==> src/rtl/fft_peak_detect.sv <==
// Peak-bin finder for the serial 4-point FFT output stream: L1 magnitude per bin,
// one registered result per frame, plus a framing-error pulse.
module fft_peak_detect #(
    parameter int unsigned DW      = 6,
    parameter int unsigned NBINS   = 4,
    parameter int unsigned THRESH  = 8,
    parameter int unsigned SKIP_DC = 0
) (
    input  logic                        clk,
    input  logic                        reset,
    input  logic                        in_valid,
    input  logic [DW-1:0]               in_data,
    input  logic                        in_sof,
    input  logic                        in_real,
    output logic                        peak_valid,
    output logic [$clog2(NBINS)-1:0]    peak_bin,
    output logic [DW:0]                 peak_mag,
    output logic                        peak_over,
    output logic                        sync_err
);

    localparam int unsigned MW   = DW + 1;
    localparam int unsigned BINW = $clog2(NBINS);
    localparam int unsigned IDXW = $clog2(2 * NBINS);
    localparam logic [IDXW-1:0] LAST_IDX = IDXW'(2 * NBINS - 1);
    localparam logic [MW-1:0]   THRESH_V = MW'(THRESH);
    localparam logic [BINW-1:0] FIRST_BIN = BINW'((SKIP_DC != 0) ? 1 : 0);

    typedef enum logic {HUNT, RUN} state_e;

    state_e            state_q, state_d;
    logic [IDXW-1:0]   idx_q, idx_d;
    logic [DW-1:0]     re_q, re_d;
    logic [MW-1:0]     max_q, max_d;
    logic [BINW-1:0]   maxbin_q, maxbin_d;
    logic              peak_valid_q, peak_valid_d;
    logic [BINW-1:0]   peak_bin_q, peak_bin_d;
    logic [MW-1:0]     peak_mag_q, peak_mag_d;
    logic              peak_over_q, peak_over_d;
    logic              sync_err_q, sync_err_d;

    logic [BINW-1:0]   bin_c;
    logic [MW-1:0]     mag_c;
    logic [MW-1:0]     cand_max_c;
    logic [BINW-1:0]   cand_bin_c;

    // abs() widened by one bit so the most negative word maps to +2^(DW-1)
    function automatic logic [MW-1:0] abs_w(input logic [DW-1:0] x);
        logic [MW-1:0] e;
        e = {x[DW-1], x};
        return x[DW-1] ? MW'(~e + MW'(1)) : e;
    endfunction

    assign bin_c = idx_q[IDXW-1:1];
    assign mag_c = abs_w(re_q) + abs_w(in_data);

    always_comb begin
        state_d      = state_q;
        idx_d        = idx_q;
        re_d         = re_q;
        max_d        = max_q;
        maxbin_d     = maxbin_q;
        peak_valid_d = 1'b0;
        peak_bin_d   = peak_bin_q;
        peak_mag_d   = peak_mag_q;
        peak_over_d  = peak_over_q;
        sync_err_d   = 1'b0;

        // First eligible bin loads unconditionally; strict > keeps the lowest bin on ties
        cand_max_c = max_q;
        cand_bin_c = maxbin_q;
        if (!((SKIP_DC != 0) && (bin_c == '0))) begin
            if ((bin_c == FIRST_BIN) || (mag_c > max_q)) begin
                cand_max_c = mag_c;
                cand_bin_c = bin_c;
            end
        end

        if (in_valid) begin
            case (state_q)
                HUNT: begin
                    if (in_sof && in_real) begin
                        state_d = RUN;
                        idx_d   = IDXW'(1);
                        re_d    = in_data;
                    end
                end
                RUN: begin
                    if (in_sof && (idx_q != '0)) begin
                        sync_err_d = 1'b1;
                        if (in_real) begin
                            idx_d = IDXW'(1);
                            re_d  = in_data;
                        end else begin
                            state_d = HUNT;
                            idx_d   = '0;
                        end
                    end else if (!in_sof && (idx_q == '0)) begin
                        sync_err_d = 1'b1;
                        state_d    = HUNT;
                        idx_d      = '0;
                    end else if (in_real == idx_q[0]) begin
                        sync_err_d = 1'b1;
                        state_d    = HUNT;
                        idx_d      = '0;
                    end else begin
                        idx_d = idx_q + IDXW'(1);
                        if (!idx_q[0]) begin
                            re_d = in_data;
                        end else begin
                            max_d    = cand_max_c;
                            maxbin_d = cand_bin_c;
                            if (idx_q == LAST_IDX) begin
                                peak_valid_d = 1'b1;
                                peak_bin_d   = cand_bin_c;
                                peak_mag_d   = cand_max_c;
                                peak_over_d  = (cand_max_c >= THRESH_V);
                            end
                        end
                    end
                end
                default: begin
                    state_d = HUNT;
                    idx_d   = '0;
                end
            endcase
        end
    end

    always_ff @(posedge clk) begin
        if (reset) begin
            state_q      <= HUNT;
            idx_q        <= '0;
            re_q         <= '0;
            max_q        <= '0;
            maxbin_q     <= '0;
            peak_valid_q <= 1'b0;
            peak_bin_q   <= '0;
            peak_mag_q   <= '0;
            peak_over_q  <= 1'b0;
            sync_err_q   <= 1'b0;
        end else begin
            state_q      <= state_d;
            idx_q        <= idx_d;
            re_q         <= re_d;
            max_q        <= max_d;
            maxbin_q     <= maxbin_d;
            peak_valid_q <= peak_valid_d;
            peak_bin_q   <= peak_bin_d;
            peak_mag_q   <= peak_mag_d;
            peak_over_q  <= peak_over_d;
            sync_err_q   <= sync_err_d;
        end
    end

    assign peak_valid = peak_valid_q;
    assign peak_bin   = peak_bin_q;
    assign peak_mag   = peak_mag_q;
    assign peak_over  = peak_over_q;
    assign sync_err   = sync_err_q;

endmodule
==> config.mk <==
export PLATFORM = sky130hd
export DESIGN_NAME = fft_peak_detect
export DESIGN_NICKNAME = d
export VERILOG_FILES = /design/src/rtl/fft_peak_detect.sv
export SDC_FILE = /design/constraint.sdc
export NUM_CORES = 1
export LEC_CHECK = 0
export ABC_CLOCK_PERIOD_IN_PS = 9200
export CAP_MARGIN = 20
export CORE_MARGIN = 8
export CORE_UTILIZATION = 55
export DETAILED_ROUTE_END_ITERATION = 8
export GPL_TIMING_DRIVEN = 0
export PLACE_DENSITY = 0.78
export SLEW_MARGIN = 20
export SYNTH_ARGS = -nofsm -noshare
export SYNTH_HDL_FRONTEND = slang
export SYNTH_SLANG_ARGS = --single-unit
==> constraint.sdc <==
create_clock -name clk -period 9.2 [get_ports clk]
set_input_delay 1.38 -clock clk [delete_from_list [all_inputs] [get_ports clk]]
set_output_delay 1.38 -clock clk [all_outputs]
set_load 0.03 [all_outputs]
==> results of run 1 <==
critical path, delay by kind of cell:
family	cells	cell delay (ns)
AO/OA/AOI/OAI	6	1.27
adder cells (fa/ha/maj)	3	1.01
AND/OR/NAND/NOR	3	0.45
multiplexers	1	0.24
buffers and inverters	3	0.82
how the worst max path moves through the flow:
stage          slack, ns        from                  endpoint
2_1_floorplan       5.01  in_data[0]  peak_mag[3]$_SDFFE_PP0P_
3_3_place_gp        3.99  in_data[0]  peak_mag[3]$_SDFFE_PP0P_
3_5_place_dp        3.92  in_data[0]  peak_mag[3]$_SDFFE_PP0P_
4_1_cts             4.19  in_data[0]  peak_mag[3]$_SDFFE_PP0P_
5_1_grt             3.98  in_data[0]  peak_mag[3]$_SDFFE_PP0P_
6_report            4.17  in_data[0]  peak_mag[3]$_SDFFE_PP0P_
metrics by stage:
stage	power, W	hold slack [ns]	instances
global placement	0.000216	0.441	320
finish	0.000326	0.453	327
floorplan	0.000197	0.455	250
CTS	0.000328	0.462	327
global route	0.000345	0.473	327
detailed placement	0.000218	0.447	320
layout by cell type, fill, tap and decap left out, types with 2 or more instances in the layout:
cell and instances:
xor2_1 2, clkbuf_1 3, clkbuf_8 6, nor3_1 11, xnor2_1 7, ha_1 21
nor2_1 28, mux2i_1 9, and2_1 2, a21oi_1 21, and3_1 2, a22oi_1 2
inv_1 17, dfxtp_1 31, nor4_1 3, o221ai_1 2, nand2b_1 4, nor3b_1 3
clkdlybuf4s50_1 22, a211oi_1 5, nand2_1 17, buf_4 2, buf_2 2, o21ai_1 10
and4b_1 3, nand3b_1 2, o31ai_1 4, buf_6 2, o21ai_0 7, nand3_1 8
a211oi_2 2
flip-flops by register name (all words and copies together) (netlist names):
register / flops
state_q: 1
re_q: 6
max_q: 7
maxbin_q: 2
peak_valid: 1
peak_over: 1
sync_err: 1
peak_bin: 2
peak_mag: 7
idx_q: 3
metal layers:
| metal | share of wire [%] | vias to the layer above | global-route usage [%] |
|---|---|---|---|
| li1 | - | 956 | - |
| met1 | 44 | 861 | 20.4 |
| met2 | 46 | 53 | 26.8 |
| met3 | 7.1 | 10 | 5.76 |
| met4 | 2.0 | 0 | 6.42 |
| met5 | 0 | - | 0 |
report_power, final:
group          switching [W]  leakage [nW]  internal, W  total [W]
Sequential        0.00000233         0.250     0.000136   0.000139
Clock              0.0000507        0.0470    0.0000586   0.000109
Combinational      0.0000470         0.707    0.0000312  0.0000781
Total               0.000100          1.00     0.000226   0.000326
cells by family (layout without fill, tap and decap cells):
| logic type | Yosys count | count (layout) | share of synthesized area, % |
|---|---|---|---|
| flops | 31 | 31 | 29.8 |
| buf+inv | 27 | 56 | 6.12 |
| simple gates | 87 | 87 | 21.2 |
| xor+xnor | 9 | 9 | 3.78 |
| fa+ha+maj | 22 | 22 | 13.6 |
| compound gates | 65 | 65 | 21.2 |
| mux | 9 | 9 | 4.32 |
area by class of cell:
class | count | area, um2
multi-input combinational | 192 | 1340
fill | 301 | 1210
sequential | 31 | 621
timing repair buffer | 22 | 220
clock buffer | 6 | 82.6
buffer | 10 | 63.8
inverter | 17 | 63.8
tap | 48 | 60.1
clock inverter | 1 | 5.00
==> impl_metrics.env, run 1 <==
export IMPL_finalCriticalPeriod_ns=5.03
export IMPL_core_region_area_um2=3660
export IMPL_drv_cap=0
export IMPL_post_cts_buffers=0
export IMPL_drc_errors=0
export IMPL_design_area_um2=2450
export IMPL_synth_ff_type="dfxtp_1"
export IMPL_cts_buffers=5
export IMPL_fin_skew_ns=0.00447
export IMPL_hp_class="flop to flop"
export IMPL_worst_ep_arrival_time_ns=5.19
export IMPL_gp_routability_congestion=0.897
export IMPL_cp_common_cell="ha_1"
export IMPL_hold_start="peak_bin[1]$_SDFFE_PP0P_"
export IMPL_h_tree_depth=2
export IMPL_clock_path_buffers=2
export IMPL_grt_pass1_vias=1799
export IMPL_cts_hold_buf=0
export IMPL_grt_first_pass_wirelength_mm=8.26
export IMPL_grt_max_degree=11
export IMPL_hpwl_mm=3.71
export IMPL_antenna_cells=0
export IMPL_gr_total_overflow=0
export IMPL_synth_most_common_cell="dfxtp_1"
export IMPL_yosys_warnings=0
export IMPL_start_util_pct=56.9
export IMPL_netlist_top_cell_by_area="dfxtp_1"
export IMPL_post_dp_cell_area_um2=2360
export IMPL_r2r_end="peak_mag[3]$_SDFFE_PP0P_"
export IMPL_path_cells="clkdlybuf4s50_1 > inv_1 > ha_1 > nand2_1 > o21ai_0 > ha_1 > a211oi_1 > or4b_1 > o2111ai_2 > ha_1 > nand4_2 > a21o_1 > a21oi_4 > buf_6 > mux2i_1 > a211oi_2"
export IMPL_drive_above_1_share_pct=8.60
export IMPL_insertion_delay_ns=0.29
export IMPL_port_buffers=22
export IMPL_r2r_slack_ns=5.43
export IMPL_synth_area_um2=2080
export IMPL_fin_nets=312
export IMPL_finalHoldViolations=0
export IMPL_fin_ws_ns=4.17
export IMPL_max_stage_delay_ns=0.57
export IMPL_synth_enable_flop_cells=0
export IMPL_root_buffer="clkbuf_8"
export IMPL_dieArea_um2=6020
export IMPL_maxSlewViolCount=0
export IMPL_hold_end="peak_bin[1]$_SDFFE_PP0P_"
export IMPL_finalSetupViolCount=0
export IMPL_finalCritPeriodShare_pct=54.7
export IMPL_worst_pin_slew_ns=0.596
export IMPL_setup_tns_ns=0
export IMPL_min_path_cells=2
export IMPL_io_pins=23
export IMPL_cts_resized=0
export IMPL_cts_clk_slew_worst_paths_ns=0.07
export IMPL_end_kind="flop"
export IMPL_synth_net_count=283
export IMPL_worstPathRequired_ns=9.35
export IMPL_rsz0062_at_grt="no"
export IMPL_routed_wl_mm=4.88
export IMPL_critPathMaxFanout=10
export IMPL_cts_tree="yes"
export IMPL_leakage_nw=1.00
export IMPL_viasPerCell=5.75
export IMPL_avgSynthCellArea_um2=8.34
export IMPL_dpl_worst_slack_ns=3.92
export IMPL_grt_usage_pct=16.8
export IMPL_cts_sinks=31
export IMPL_criticalPathCategory="primary input to flop"
export IMPL_post_route_util_pct=67.0
export IMPL_critPathLaunchType="primary input"
export IMPL_first_pass_iters=4
export IMPL_fmax_ghz=0.199
export IMPL_synth_common_cells="31 x dfxtp_1, 28 x nor2_1, 21 x a21oi_1, 21 x ha_1"
export IMPL_die_h_um=77.6
export IMPL_rows=22
export IMPL_reg2reg_depth=15
export IMPL_async_flop_share_pct=0
export IMPL_ys_seq_area_share_pct=29.8
export IMPL_antenna_found_initial=0
export IMPL_synth_cell_types=47
export IMPL_wire_per_inst_um=14.9
export IMPL_die_x_um=77.6
export IMPL_drt_iter0_drc=110
export IMPL_syn_inst=250
export IMPL_r2r_start="re_q[0]$_SDFFE_PP0P_"
export IMPL_status="finished, final reports clean"
export IMPL_power_density_nw_per_um2=133
export IMPL_areaGrowthSynthToFinish_pct=17.6
export IMPL_cpMaxStageDelayCell="clkdlybuf4s50_1"
export IMPL_synth_top_area_share_pct=29.8
export IMPL_vdd_ir_drop_max_mv=0.105
export IMPL_ant_nets=0
export IMPL_ys_ff_latch=31
export IMPL_slew_headroom_pct=60.3
export IMPL_vias=1880
export IMPL_netlist_top_cells_area="dfxtp_1 30%, ha_1 13%, a21oi_1 5.0%"
Note: power is estimated with default switching activity, not from simulation.
==> run 2, diff against run 1 <==
Settings changed: ABC_CLOCK_PERIOD_IN_PS 9200 to 4000, CORE_UTILIZATION 55 to 51, PLACE_DENSITY 0.78 to 0.76.
Clock period 9.2 ns to 4 ns, I/O delays scaled along.
==> run 2 against run 1 <==
Effect of this change: global-route usage down 1.1 points; combinational power up 150%; clock-buffer cell count unchanged; clock power up 130%; clock skew about the same; register-to-register slack worse by 5.1 ns; non-clock buffer count unchanged; sequential share of layout area down 0.69 points; via count down 0.90%; hold slack better by 0.0070 ns; critical path type unchanged; largest power group unchanged.
==> impl_metrics.env, run 2 (synthesis gave the netlist of run 1 again) <==
export IMPL_power_density_nw_per_um2=301
export IMPL_hold_start="peak_bin[0]$_SDFFE_PP0P_"
export IMPL_gr_total_overflow=0
export IMPL_routed_wl_mm=4.79
export IMPL_die_h_um=79.9
export IMPL_end_kind="flop"
export IMPL_finalSetupViolCount=0
export IMPL_regArea_um2=621
export IMPL_r2r_slack_ns=0.38
export IMPL_finalCritPeriodShare_pct=93.6
export IMPL_ant_nets=0
export IMPL_cts_sinks=31
export IMPL_setup_tns_ns=0
export IMPL_placed_cells=322
export IMPL_dpl_worst_slack_ns=-0.476
export IMPL_leakage_nw=1.03
export IMPL_fmax_ghz=0.267
export IMPL_root_buffer="clkbuf_8"
export IMPL_worst_ep_arrival_time_ns=3.89
export IMPL_cts_buffers=5
export IMPL_worst_pin_slew_ns=0.555
export IMPL_core_region_area_um2=3970
export IMPL_design_area_um2=2520
export IMPL_antenna_cells=0
export IMPL_r2r_start="re_q[0]$_SDFFE_PP0P_"
export IMPL_areaGrowthSynthToFinish_pct=20.9
export IMPL_drv_cap=0
export IMPL_reg2reg_depth=15
export IMPL_start_util_pct=52.5
export IMPL_post_dp_cell_area_um2=2370
export IMPL_port_buffers=22
export IMPL_maxSlewViolCount=0
export IMPL_worstPathRequired_ns=4.14
export IMPL_layout_common_cells="31 x dfxtp_1, 28 x nor2_1, 20 x clkdlybuf4s50_1"
export IMPL_dieArea_um2=6390
export IMPL_rows=23
export IMPL_first_pass_iters=4
export IMPL_finalCriticalPeriod_ns=3.74
export IMPL_antenna_found_initial=0
export IMPL_finalHoldViolations=0
export IMPL_rsz0062_at_grt="no"
export IMPL_grt_usage_pct=15.8
export IMPL_criticalPathCategory="primary input to flop"
export IMPL_cts_hold_buf=0
export IMPL_hold_ws_ns=0.460
export IMPL_wire_per_inst_um=14.6
export IMPL_final_common_cell="dfxtp_1"
export IMPL_slew_headroom_pct=63.0
export IMPL_cts_tree="yes"
export IMPL_fin_nets=312
export IMPL_hpwl_mm=3.61
export IMPL_fin_skew_ns=0.00454
export IMPL_layout_cells_non_filler=329
export IMPL_vdd_ir_drop_max_mv=0.146
export IMPL_gp_routability_congestion=0.858
export IMPL_insertion_delay_ns=0.28
export IMPL_viasPerCell=5.66
export IMPL_fill_cells=384
export IMPL_critPathLaunchType="primary input"
export IMPL_cts_clk_slew_worst_paths_ns=0.07
export IMPL_vias=1863
export IMPL_clock_path_buffers=2
export IMPL_drc_errors=0
export IMPL_status="finished, final reports clean"
export IMPL_drive_above_1_share_pct=11.5
export IMPL_die_x_um=79.9
export IMPL_min_path_cells=2
export IMPL_fin_ws_ns=0.256
export IMPL_grt_first_pass_wirelength_mm=8.21
export IMPL_multiInputGateArea_um2=1400
export IMPL_post_cts_buffers=0
export IMPL_drt_iter0_drc=128
export IMPL_critPathMaxFanout=10
export IMPL_r2r_end="peak_mag[3]$_SDFFE_PP0P_"
export IMPL_hold_end="peak_bin[0]$_SDFFE_PP0P_"
export IMPL_h_tree_depth=2
export IMPL_io_pins=23
export IMPL_grt_max_degree=11
export IMPL_hp_class="flop to flop"
export IMPL_grt_pass1_vias=1867
## run 2: cell types whose count changed in the layout (fill, tap and decap cells not counted), moves of 2 or more
cell,delta
a21oi_2,+2
dlymetal6s2s_1,+2
ha_1,-2
ha_4,+2
clkdlybuf4s50_1,-2
a21oi_1,-2
## run 2: worst max path at each step
stage | depth (start not counted) | slack (ns) | startpoint | to
2_1_floorplan | 15 | 0.59 | in_data[0] | peak_mag[3]$_SDFFE_PP0P_
3_3_place_gp | 16 | -0.44 | in_data[0] | peak_mag[3]$_SDFFE_PP0P_
3_5_place_dp | 16 | -0.48 | in_data[0] | peak_mag[3]$_SDFFE_PP0P_
4_1_cts | 16 | 0.007 | in_data[0] | peak_mag[3]$_SDFFE_PP0P_
5_1_grt | 16 | 0.08 | in_data[2] | peak_mag[3]$_SDFFE_PP0P_
6_report | 14 | 0.26 | in_data[5] | peak_mag[3]$_SDFFE_PP0P_
## run 2: cell type report
class | instances | share of cell area (%)
multi-input combinational | 192 | 55.4
sequential | 31 | 24.6
timing repair buffer | 22 | 8.93
clock buffer | 6 | 3.28
buffer | 10 | 2.53
inverter | 17 | 2.53
tap | 50 | 2.48
clock inverter | 1 | 0.199
## run 2: through the flow
stage / utilization (%) / power [W]
2_1_floorplan: - / 0.000454
3_3_place_gp: 59.6 / 0.000497
3_5_place_dp: 59.6 / 0.000500
4_1_cts: 62.0 / 0.000750
5_1_grt: 63.5 / 0.000804
6_report: 63.5 / 0.000760
## run 2: what timing repair did
action / in CTS / in global routing
resized for setup: 3 / 9
pin swaps: 0 / 2
setup endpoints to repair: 15 / 18
## run 2: per-layer routing
metal / global-route usage (%) / vias up / wire length (um)
met3: 3.83 / 7 / 226
met2: 26.1 / 44 / 2210
met1: 19.1 / 859 / 2300
met4: 5.82 / 0 / 54
met5: 0 / - / 0
li1: - / 953 / -
## run 2: critical path, cell delays in order
cell             delay [ns]
clkdlybuf4s50_1        0.60
o31ai_1                0.13
xnor2_1                0.15
ha_1                   0.37
o21ai_1                0.10
or4b_1                 0.49
o2111ai_2              0.18
ha_4                   0.20
nand2_1                0.09
o221a_4                0.27
a21oi_4                0.21
buf_6                  0.18
mux2i_2                0.23
a211oi_2               0.09
## run 2: power by group
part	internal (W)	switching [W]
sequential	0.000313	0.00000522
clock	0.000135	0.000113
combinational	0.0000799	0.000114
